$ cat src/rtl/lsu_pkg.sv
// Shared types and constants for the load/store unit.
// Imported by the interfaces, the byte-lane helper and the top.
package lsu_pkg;

    typedef enum logic [1:0] {
        IDLE,
        RD,
        WR,
        RESP
    } lsu_state_e;

    typedef logic [1:0] lane_t;

    localparam int WORD_SHIFT = 2;

endpackage

$ cat src/rtl/lsu_if.sv
// Handshake bundles for the load/store unit: the core request/response side
// and the word-wide data memory port.
interface lsu_req_if;

    logic        req_valid;
    logic        req_ready;
    logic        req_store;
    logic        req_byte;
    logic [31:0] req_addr;
    logic [31:0] req_wdata;
    logic        rsp_valid;
    logic [31:0] rsp_rdata;
    logic        rsp_err;

    modport master (
        output req_valid, req_store, req_byte, req_addr, req_wdata,
        input  req_ready, rsp_valid, rsp_rdata, rsp_err
    );

    modport slave (
        input  req_valid, req_store, req_byte, req_addr, req_wdata,
        output req_ready, rsp_valid, rsp_rdata, rsp_err
    );

endinterface

interface lsu_mem_if;

    logic [31:0] mem_a;
    logic        mem_we;
    logic [31:0] mem_wd;
    logic [31:0] mem_rd;

    modport master (
        output mem_a, mem_we, mem_wd,
        input  mem_rd
    );

    modport slave (
        input  mem_a, mem_we, mem_wd,
        output mem_rd
    );

endinterface

$ cat src/rtl/lsu_byte_lane.sv
// Little-endian byte lane extract (zero-extended) and merge for LDRB/STRB.
import lsu_pkg::*;

module lsu_byte_lane (
    input  logic [31:0] word_i,
    input  lane_t       lane_i,
    input  logic [7:0]  byte_i,
    output logic [31:0] ext_o,
    output logic [31:0] merged_o
);

    always_comb begin
        ext_o    = '0;
        merged_o = word_i;
        unique case (lane_i)
            2'd0: begin
                ext_o[7:0]     = word_i[7:0];
                merged_o[7:0]  = byte_i;
            end
            2'd1: begin
                ext_o[7:0]     = word_i[15:8];
                merged_o[15:8] = byte_i;
            end
            2'd2: begin
                ext_o[7:0]      = word_i[23:16];
                merged_o[23:16] = byte_i;
            end
            2'd3: begin
                ext_o[7:0]      = word_i[31:24];
                merged_o[31:24] = byte_i;
            end
            default: begin
                ext_o    = '0;
                merged_o = word_i;
            end
        endcase
    end

endmodule

$ cat src/rtl/load_store_unit.sv
// Data memory initiator: word loads/stores, zero-extended byte loads and
// read-modify-write byte stores over a whole-word write enable.
import lsu_pkg::*;

module load_store_unit #(
    parameter int MEM_WORDS = 256
) (
    input  logic       clk,
    input  logic       rst,
    lsu_req_if.slave   req,
    lsu_mem_if.master  mem
);

    lsu_state_e  state_q;
    lane_t       lane_q;
    logic        store_q;
    logic        byte_q;
    logic [7:0]  wdata_q;

    logic        ready_q;
    logic        rsp_valid_q;
    logic        rsp_err_q;
    logic [31:0] rdata_q;
    logic [31:0] a_q;
    logic        we_q;
    logic [31:0] wd_q;

    logic [31:0] idx_d;
    logic        err_d;
    logic [31:0] ext_w;
    logic [31:0] merged_w;

    assign idx_d = req.req_addr >> WORD_SHIFT;
    assign err_d = (!req.req_byte && (req.req_addr[1:0] != 2'b00))
                 || (idx_d >= 32'(MEM_WORDS));

    lsu_byte_lane u_lane (
        .word_i   (mem.mem_rd),
        .lane_i   (lane_q),
        .byte_i   (wdata_q),
        .ext_o    (ext_w),
        .merged_o (merged_w)
    );

    always_ff @(posedge clk or posedge rst) begin
        if (rst) begin
            state_q     <= IDLE;
            lane_q      <= '0;
            store_q     <= 1'b0;
            byte_q      <= 1'b0;
            wdata_q     <= '0;
            ready_q     <= 1'b1;
            rsp_valid_q <= 1'b0;
            rsp_err_q   <= 1'b0;
            rdata_q     <= '0;
            a_q         <= '0;
            we_q        <= 1'b0;
            wd_q        <= '0;
        end else begin
            unique case (state_q)
                IDLE: begin
                    if (req.req_valid) begin
                        a_q     <= idx_d;
                        lane_q  <= lane_t'(req.req_addr[1:0]);
                        store_q <= req.req_store;
                        byte_q  <= req.req_byte;
                        wdata_q <= req.req_wdata[7:0];
                        ready_q <= 1'b0;
                        if (err_d) begin
                            state_q     <= RESP;
                            rsp_valid_q <= 1'b1;
                            rsp_err_q   <= 1'b1;
                            rdata_q     <= '0;
                        end else if (req.req_store && !req.req_byte) begin
                            state_q <= WR;
                            we_q    <= 1'b1;
                            wd_q    <= req.req_wdata;
                        end else begin
                            state_q <= RD;
                        end
                    end
                end
                RD: begin
                    // mem_rd is captured here, both for loads and for the
                    // read half of a byte store
                    if (store_q) begin
                        state_q <= WR;
                        we_q    <= 1'b1;
                        wd_q    <= merged_w;
                    end else begin
                        state_q     <= RESP;
                        rsp_valid_q <= 1'b1;
                        rsp_err_q   <= 1'b0;
                        rdata_q     <= byte_q ? ext_w : mem.mem_rd;
                    end
                end
                WR: begin
                    state_q     <= RESP;
                    we_q        <= 1'b0;
                    rsp_valid_q <= 1'b1;
                    rsp_err_q   <= 1'b0;
                    rdata_q     <= '0;
                end
                RESP: begin
                    state_q     <= IDLE;
                    rsp_valid_q <= 1'b0;
                    ready_q     <= 1'b1;
                end
                default: begin
                    state_q <= IDLE;
                end
            endcase
        end
    end

    assign req.req_ready = ready_q;
    assign req.rsp_valid = rsp_valid_q;
    assign req.rsp_err   = rsp_err_q;
    assign req.rsp_rdata = rdata_q;
    assign mem.mem_a     = a_q;
    assign mem.mem_we    = we_q;
    assign mem.mem_wd    = wd_q;

endmodule
$ cat src/flat_wrapper.sv
// flat-port wrapper written by rule: the top's interface ports become plain ports
module load_store_unit_flat 
#(
    parameter int MEM_WORDS = 256
)
  (clk, rst, req_req_valid, req_req_store, req_req_byte, req_req_addr, req_req_wdata, req_req_ready, req_rsp_valid, req_rsp_rdata, req_rsp_err, mem_mem_a, mem_mem_we, mem_mem_wd, mem_mem_rd);
  lsu_req_if req_i ();
  lsu_mem_if mem_i ();
  input  logic clk;
  input  logic rst;
  input wire logic [$bits(req_i.req_valid)-1:0] req_req_valid;
  input wire logic [$bits(req_i.req_store)-1:0] req_req_store;
  input wire logic [$bits(req_i.req_byte)-1:0] req_req_byte;
  input wire logic [$bits(req_i.req_addr)-1:0] req_req_addr;
  input wire logic [$bits(req_i.req_wdata)-1:0] req_req_wdata;
  output wire logic [$bits(req_i.req_ready)-1:0] req_req_ready;
  output wire logic [$bits(req_i.rsp_valid)-1:0] req_rsp_valid;
  output wire logic [$bits(req_i.rsp_rdata)-1:0] req_rsp_rdata;
  output wire logic [$bits(req_i.rsp_err)-1:0] req_rsp_err;
  output wire logic [$bits(mem_i.mem_a)-1:0] mem_mem_a;
  output wire logic [$bits(mem_i.mem_we)-1:0] mem_mem_we;
  output wire logic [$bits(mem_i.mem_wd)-1:0] mem_mem_wd;
  input wire logic [$bits(mem_i.mem_rd)-1:0] mem_mem_rd;
  assign req_i.req_valid = req_req_valid;
  assign req_i.req_store = req_req_store;
  assign req_i.req_byte = req_req_byte;
  assign req_i.req_addr = req_req_addr;
  assign req_i.req_wdata = req_req_wdata;
  assign req_req_ready = req_i.req_ready;
  assign req_rsp_valid = req_i.rsp_valid;
  assign req_rsp_rdata = req_i.rsp_rdata;
  assign req_rsp_err = req_i.rsp_err;
  assign mem_mem_a = mem_i.mem_a;
  assign mem_mem_we = mem_i.mem_we;
  assign mem_mem_wd = mem_i.mem_wd;
  assign mem_i.mem_rd = mem_mem_rd;
  load_store_unit #(.MEM_WORDS(MEM_WORDS)) u_core (.clk(clk), .rst(rst), .req(req_i), .mem(mem_i));
endmodule
$ cat config.mk
export PLATFORM = sky130hd
export DESIGN_NAME = load_store_unit_flat
export DESIGN_NICKNAME = d
export VERILOG_FILES = /design/src/rtl/lsu_pkg.sv /design/src/rtl/lsu_if.sv /design/src/rtl/lsu_byte_lane.sv /design/src/rtl/load_store_unit.sv /design/src/flat_wrapper.sv
export SDC_FILE = /design/constraint.sdc
export NUM_CORES = 1
export LEC_CHECK = 0
export CORE_MARGIN = 10
export CORE_UTILIZATION = 48
export CTS_CLUSTER_DIAMETER = 80
export DETAILED_ROUTE_END_ITERATION = 10
export GPL_TIMING_DRIVEN = 0
export HOLD_SLACK_MARGIN = 0.05
export PLACE_DENSITY = 0.95
export SETUP_SLACK_MARGIN = 0.4
export SYNTH_ARGS = -nofsm -noshare
export SYNTH_HDL_FRONTEND = slang
export SYNTH_SLANG_ARGS = --single-unit
$ cat constraint.sdc
create_clock -name clk -period 7 [get_ports clk]
set_clock_uncertainty 0.15 [all_clocks]
set_input_delay 1.05 -clock clk [delete_from_list [all_inputs] [get_ports clk]]
set_output_delay 1.05 -clock clk [all_outputs]
set_load 0.1 [all_outputs]
==> metrics.yaml, run 1 <==
viasPerCell: 5.89
tns_ns: 0
fin_cells: 788
setup_viol: 0
die_x_um: 127
hold_ws_ns: 0.354
synth_mux_area_share_pct: 16.9
place.port_buffers: 197
start_util_pct: 49.8
drt_wl_total_mm: 18.7
rsz0062_at_grt: "false"
fillers: 736
cp_data_arrival_time_ns: 2.04
relSlewSlack_pct: 29.6
track_usage_pct: 22.4
drv_cap: 0
grt_pass1_vias: 5097
reg2reg_to: "u_core.lane_q[0]"
multi_input_area_mm2: 0.00241
max_freq_ghz: 0.309
grt_pass1_wl_mm: 28.7
ys_ff_latch: 112
r2r_cells: 6
drive_above_1_share_pct: 20.7
die_area_mm2: 0.0161
synth.cell_area_mm2: 0.00547
route.vias.total: 4643
first_iter_violations: 343
critical-path-max-stage-delay_ns: 1.14
clk_path_buf_depth: 2
antenna_found_initial: 0
ff2ff_setup_slack_ns: 4.54
grt_max_degree: 63
dp_hpwl_mm: 14.6
cp_max_fo: 3
cpMaxStageDelayCell: "clkdlybuf4s50_1"
hold_buffers: 0
synth_compound_area_share_pct: 20.5
dp_cells: 773
synth_cell_types: 42
endpoint_kind: "output port"
rows: 38
worstHoldStart: "u_core.req.rsp_valid"
drt-wirelength-per-cell_um: 23.7
synthSimpleGateAreaFrac_pct: 5.53
drv_slew: 0
syn_area_per_cell_um2: 12.6
clk_latency_ns: 0.35
ys_seq_area_share_pct: 51.2
cts_resized: 0
synth_edf_count: 0
hold_depth: 1
ys.flop_type: "dfrtp_1"
layout_common_cells: "197 x clkdlybuf4s50_1, 111 x dfrtp_1, 69 x mux2_2"
required_ns: 5.80
final_core_util_pct: 72.5
path_cells: "clkdlybuf4s50_1"
ys_async_sr_fraction_pct: 100
synth-xor-area-share_pct: 0
clk_pin_slew_ns: 0.07
drc: 0
cts_root_buf: "clkbuf_16"
yosysWarnings: 0
core-area_mm2: 0.0110
hold_path.class: "reg -> reg"
synthAdderAreaFrac_pct: 0.914
synth_top_family_by_area: "compound AO/OA/AOI/OAI gates"
fin_crit_ns: 3.24
gr-total-overflow: 0
layout.nets: 749
syn_inst: 434
syn_to_final_growth_pct: 45.5
antenna_cells: 0
register_area_mm2: 0.00280
cts_tree: "yes"
outcome: "finished clean"
cts_sinks: 112
tightest_slew_ns: 1.05
layout_commonest_cell: "clkdlybuf4s50_1"
die_y_um: 127
h-tree-depth: 3
path_class: "reg -> out"
hold_violations: 0
crit_cells: 1
min_to: "u_core.req.rsp_valid"
period_share_pct: 46.2
cts_setup_buffers: 0
start_kind: "flip-flop"
dr.pass1.iters: 4
reg2reg_from: "u_core.state_q[0]"
ioPinCount: 201
cp-startpoint: "u_core.req.req_ready"
globalplace.congestion: 0.918
cts_buffers: 9
critPathBufInv: 1
cpLargestDelayFamily: "buffers and inverters"
ant_nets: 0
[cell families (layout without fill, tap and decap cells)]
| logic type | count (synthesis) | count (layout) |
|---|---|---|
| other cells | 1 | 2 |
| flops | 112 | 112 |
| mux | 84 | 84 |
| fa+ha+maj | 4 | 4 |
| simple gates | 54 | 54 |
| compound gates | 132 | 132 |
| buf+inv | 47 | 260 |
[worst register-to-register path, delay by kind of cell, from the launching register on]
| kind | cells | cell delay (ns) |
|---|---|---|
| buffers and inverters | 3 | 0.83 |
| multiplexers | 1 | 0.41 |
| flip-flops | 1 | 0.40 |
| AND/OR/NAND/NOR | 1 | 0.31 |
| adder cells (fa/ha/maj) | 1 | 0.25 |
[layout make-up]
class / count / area share (%)
clock inverter: 2 / 0.471
multi-input combinational: 276 / 30.2
sequential: 112 / 35.2
tap: 140 / 2.20
inverter: 7 / 0.361
buffer: 40 / 3.00
timing repair buffer: 198 / 25.1
clock buffer: 13 / 3.39
[through the flow]
stage / setup WS [ns] / cell area [µm²]
finish: 3.76 / 7960
global route: 3.69 / 7960
CTS: 3.75 / 7960
floorplan: 2.84 / 5480
global placement: 1.39 / 7620
detailed placement: 3.44 / 7650
[Yosys cell counts (12+ instances only)]
master | instances | area share (%)
mux2i_1 | 15 | 2.7
o22ai_1 | 27 | 3.1
o21ai_0 | 12 | 1.1
dfrtp_1 | 111 | 51
a211oi_1 | 13 | 1.8
mux2_2 | 69 | 14
clkbuf_1 | 20 | 1.4
a22o_1 | 33 | 5.3
nand2_1 | 14 | 0.96
a2bb2oi_2 | 20 | 5.5
a21oi_1 | 12 | 1.1
nor2_1 | 15 | 1.0
[routing by layer]
layer	routed length (µm)	up-vias	global-route usage, %
li1	-	2047	-
met1	7220	2305	25.7
met2	9180	236	36.8
met3	1510	55	6.33
met4	788	0	12.9
met5	0	-	0
[how the worst max path moves through the flow]
| stage | to | slack [ns] |
|---|---|---|
| CTS | req_req_ready | 3.75 |
| floorplan | u_core.byte_q | 2.84 |
| global placement | u_core.mem.mem_wd[16] | 1.39 |
| finish | req_req_ready | 3.76 |
| detailed placement | u_core.mem.mem_wd[4] | 3.44 |
| global route | u_core.mem.mem_wd[16] | 3.69 |
[state kept, by name (all words and copies together), names as in the netlist]
| name | flops |
|---|---|
| u_core.req.rsp_err | 1 |
| u_core.state_q | 2 |
| u_core.byte_q | 1 |
| u_core.mem.mem_a | 30 |
| u_core.mem.mem_wd | 32 |
| u_core.req.rsp_rdata | 32 |
| u_core.mem.mem_we | 1 |
| u_core.wdata_q | 8 |
| u_core.req.rsp_valid | 1 |
| u_core.store_q | 1 |
| u_core.lane_q | 2 |
| u_core.req.req_ready | 1 |
Power of run 1 is left out: the tool's default activity adds up to more than one toggle a clock period on the data nets, which glitch-free logic cannot reach.
==> inputs of run 2 (changes only) <==
CORE_UTILIZATION = 41   (was 48)
PLACE_DENSITY = 0.89   (was 0.95)
clock period = 2.8 ns   (was 7 ns; I/O delays follow)
==> run 2 against run 1 <==
Against the previous run: die area increased by 14%; first-iteration DRC count down 39%; largest cell class unchanged; cell area up 0.75%; via count grew 1.2%; hold slack got worse by 0.067 ns; utilization decreased by 11 points; count of clock-buffer cells in the layout is 1 higher; non-clock buffer count is 7 higher.
==> metrics.yaml, run 2 (synthesis results as in run 1) <==
outcome: "finished clean"
grt_max_degree: 34
dp_hpwl_mm: 15.2
start_kind: "input pin"
track_usage_pct: 20.4
reg2reg_from: "u_core.state_q[0]"
cp_data_arrival_time_ns: 2.44
cts_root_buf: "clkbuf_16"
hold_depth: 3
relSlewSlack_pct: 30.7
path_class: "in -> reg"
cts_tree: "yes"
hold_ws_ns: 0.288
tns_ns: 0
met2_usage_pct: 34.1
die_x_um: 136
hold_violations: 0
clk_latency_ns: 0.35
layout.nets: 756
grtUsageMet1_pct: 23.4
clk_path_buf_depth: 2
register_area_mm2: 0.00280
cts_sinks: 112
first_iter_violations: 209
setup_viol: 0
grt_busiest_layer: "met2"
globalplace.congestion: 0.879
grt_pass1_vias: 5047
grt_pass1_wl_mm: 29.4
layout_common_cells: "111 x dfrtp_1, 99 x clkdlybuf4s50_1, 98 x dlygate4sd2_1"
fin_crit_ns: 2.35
dr.pass1.iters: 5
place.port_buffers: 197
rsz0062_at_grt: "false"
start_util_pct: 41.7
cp_max_fo: 10
drt-wirelength-per-cell_um: 23.3
ioPinCount: 201
rows: 42
die_area_mm2: 0.0184
antenna_found_initial: 0
fillers: 1063
fin_cells: 832
h-tree-depth: 3
drc: 0
drt_wl_total_mm: 19.4
ant_nets: 0
clk_pin_slew_ns: 0.07
layout_commonest_cell: "dfrtp_1"
worstHoldStart: "req_req_valid"
cts_buffers: 9
route.vias.total: 4699
dp_cells: 811
endpoint_kind: "flip-flop"
gr-total-overflow: 0
multi_input_area_mm2: 0.00243
syn_to_final_growth_pct: 46.6
cp-startpoint: "req_req_addr[1]"
drv_cap: 0
antenna_cells: 0
final_core_util_pct: 61.1
required_ns: 2.89
hold_path.class: "in -> reg"
core-area_mm2: 0.0131
r2r_cells: 8
tightest_slew_ns: 1.04
die_y_um: 136
drv_slew: 0
drive_above_1_share_pct: 23.3
max_freq_ghz: 0.425
viasPerCell: 5.65
grt_use_met3_pct: 7.34
period_share_pct: 84.1
==> run 2: cell count changes in the layout (fill, tap and decap cells not counted), sizes merged <==
| cell | delta |
|---|---|
| inv | -1 |
| bufinv | -1 |
| clkdlybuf4s50 | -98 |
| clkinvlp | +1 |
| buf | +5 |
| clkinv | +1 |
| clkbuf | +3 |
| dlygate4sd2 | +98 |
==> run 2: worst paths after layout <==
| path | end | slack (ns) |
|---|---|---|
| min | u_core.req.req_ready | 0.29 |
| max reg2reg | u_core.req.rsp_rdata[0] | 0.47 |
| min reg2reg | u_core.req.rsp_valid | 0.35 |
| min in group asynchronous | u_core.mem.mem_we | 0.35 |
| max | u_core.req.rsp_rdata[0] | 0.45 |
| max in group asynchronous | u_core.wdata_q[5] | 1.37 |
==> run 2: timing repair <==
item                                    4_1_cts  5_1_grt
pin swaps                                     0        2
hold buffers                                  0        0
gates cloned                                  0        1
endpoints found under the setup margin      186       99
gates resized for setup                     107       20
buffers inserted                              3        1
==> run 2: critical path, cell delays in order <==
cell and delay, ns:
clkdlybuf4s50_1 0.53, nor2_1 0.09, o211a_1 0.26, a311oi_4 0.35
buf_4 0.17, nand2_2 0.12, clkbuf_4 0.23, a22o_1 0.25
==> run 2: layout make-up <==
class / count / area share [%]
Clock inverter: 2 / 0.156
Timing Repair Buffer: 205 / 24.6
Clock buffer: 14 / 3.42
Tap cell: 176 / 2.74
Multi-Input combinational cell: 276 / 30.3
Buffer: 40 / 3.43
Sequential cell: 112 / 35.0
Inverter: 7 / 0.374
==> run 2: metrics by stage <==
| stage | worst slack, ns | cell area [µm²] |
|---|---|---|
| floorplan | 0.721 | 5480 |
| global placement | -0.157 | 7670 |
| detailed placement | -0.156 | 7740 |
| CTS | 0.390 | 7950 |
| global route | 0.375 | 8020 |
| finish | 0.445 | 8020 |
==> run 2: layer usage <==
metal,vias up,routed length (µm),share of wire (%)
li1,2081,-,-
met1,2346,7450,38
met2,238,9590,49
met3,34,1840,9.5
met4,0,525,2.7
met5,-,0,0
Power of run 2 is left out for the same reason.
==> inputs of run 3 (changes only) <==
CORE_UTILIZATION = 45   (was 41)
PLACE_DENSITY = 0.92   (was 0.89)
clock period = 2.4 ns   (was 2.8 ns; I/O delays follow)
==> run 3 against run 2 <==
Against the previous run: critical path depth did not move; first-iteration DRC count increased by 80%; highest routed layer unchanged; cell count decreased by 0.72%; non-clock buffer count rose by 23; sequential cell count unchanged; hold slack got worse by 0.18 ns; die area is 7.6% lower; setup slack lost 0.12 ns; utilization up 12 points; register-to-register slack lost 0.15 ns.
==> metrics.yaml, run 3 (synthesis results as in run 1) <==
antenna_cells: 0
grt_pass1_wl_mm: 31.0
fin_cells: 826
syn_to_final_growth_pct: 59.1
first_iter_violations: 377
tns_ns: 0
drc: 0
clk_pin_slew_ns: 0.08
start_util_pct: 45.8
drv_slew: 0
dp_hpwl_mm: 14.8
h-tree-depth: 3
cts_sinks: 112
period_share_pct: 86.6
viasPerCell: 6.19
rows: 40
cts_tree: "yes"
drt-wirelength-per-cell_um: 26.9
fin_crit_ns: 2.08
hold_path.class: "in -> reg"
tightest_slew_ns: 0.793
clk_path_buf_depth: 2
clk_latency_ns: 0.36
setup_viol: 0
ff2ff_setup_slack_ns: 0.32
relSlewSlack_pct: 47.1
dp_cells: 781
place.port_buffers: 197
grt_max_degree: 45
route.vias.total: 5116
grt_pass1_vias: 5442
dpl_cell_area_mm2: 0.00768
path_class: "reg -> reg"
ioPinCount: 201
drt_wl_total_mm: 22.2
drv_cap: 0
rsz0062_at_grt: "true"
cp_data_arrival_time_ns: 2.18
layout_common_cells: "111 x dfrtp_1, 98 x clkdlybuf4s15_2, 73 x clkdlybuf4s50_1"
cts_root_buf: "clkbuf_16"
layout_commonest_cell: "dfrtp_1"
required_ns: 2.50
layout.nets: 779
hold_violations: 0
outcome: "finished clean"
die_x_um: 130
fillers: 736
core-area_mm2: 0.0120
ant_nets: 0
cts_buffers: 9
design_area_mm2: 0.00871
globalplace.congestion: 0.885
cp_max_fo: 8
die_area_mm2: 0.0170
gr-total-overflow: 0
endpoint_kind: "flip-flop"
drive_above_1_share_pct: 48.2
max_freq_ghz: 0.481
dr.pass1.iters: 4
antenna_found_initial: 0
start_kind: "flip-flop"
track_usage_pct: 23.7
die_y_um: 130
==> run 3: worst paths after layout <==
path | to | cells after the start | start
min in group asynchronous | u_core.mem.mem_a[20] | 2 | rst
hold / removal | u_core.mem.mem_a[14] | 2 | req_req_addr[16]
setup reg to reg | u_core.req.rsp_rdata[13] | 8 | u_core.state_q[0]
max in group asynchronous | u_core.mem.mem_wd[11] | 3 | rst
setup / recovery | u_core.req.rsp_rdata[13] | 8 | u_core.state_q[0]
hold reg to reg | u_core.mem.mem_a[22] | 1 | u_core.mem.mem_a[22]
==> run 3: critical path, stage by stage, from the launching register on <==
cell and delay, ns:
dfrtp_1 0.42, inv_2 0.08, ha_4 0.19, nor2b_4 0.14, a311oi_4 0.29, buf_6 0.18, nand2_8 0.11, clkbuf_16 0.19
a22o_1 0.21
==> run 3: layout make-up <==
type / instances / area, µm² / area share (%)
multi-input cells: 276 / 2630 / 30.2
flip-flops and latches: 112 / 2800 / 32.2
clock inverters: 5 / 40.0 / 0.460
well taps: 147 / 184 / 2.11
inverters: 7 / 30.0 / 0.345
plain buffers: 40 / 374 / 4.30
repair buffers: 228 / 2410 / 27.6
clock buffers: 11 / 243 / 2.79
==> run 3: stage by stage <==
stage	setup WS (ns)	util [%]	hold slack, ns
after global placement	-0.478	63.8	0.335
after detailed placement	-0.560	64.2	0.342
after global routing	0.281	72.8	0.121
after floorplan	0.376	-	0.334
final	0.321	72.8	0.112
after CTS	0.263	70.6	0.195
==> run 3: timing repair <==
| item | in CTS | in global routing |
|---|---|---|
| endpoints found under the setup margin | 209 | 67 |
| hold buffers | 0 | 0 |
| buffers inserted | 14 | 10 |
| pin swaps | 9 | 38 |
| gates resized for setup | 380 | 85 |
| gates cloned | 2 | 3 |
==> run 3: metal layers <==
metal | global-route usage (%) | wire (µm)
met1 | 26.5 | 8010
met2 | 39.6 | 11000
met4 | 13.3 | 1050
met5 | 0 | 0
met3 | 7.14 | 2190
Power of run 3 is left out for the same reason.
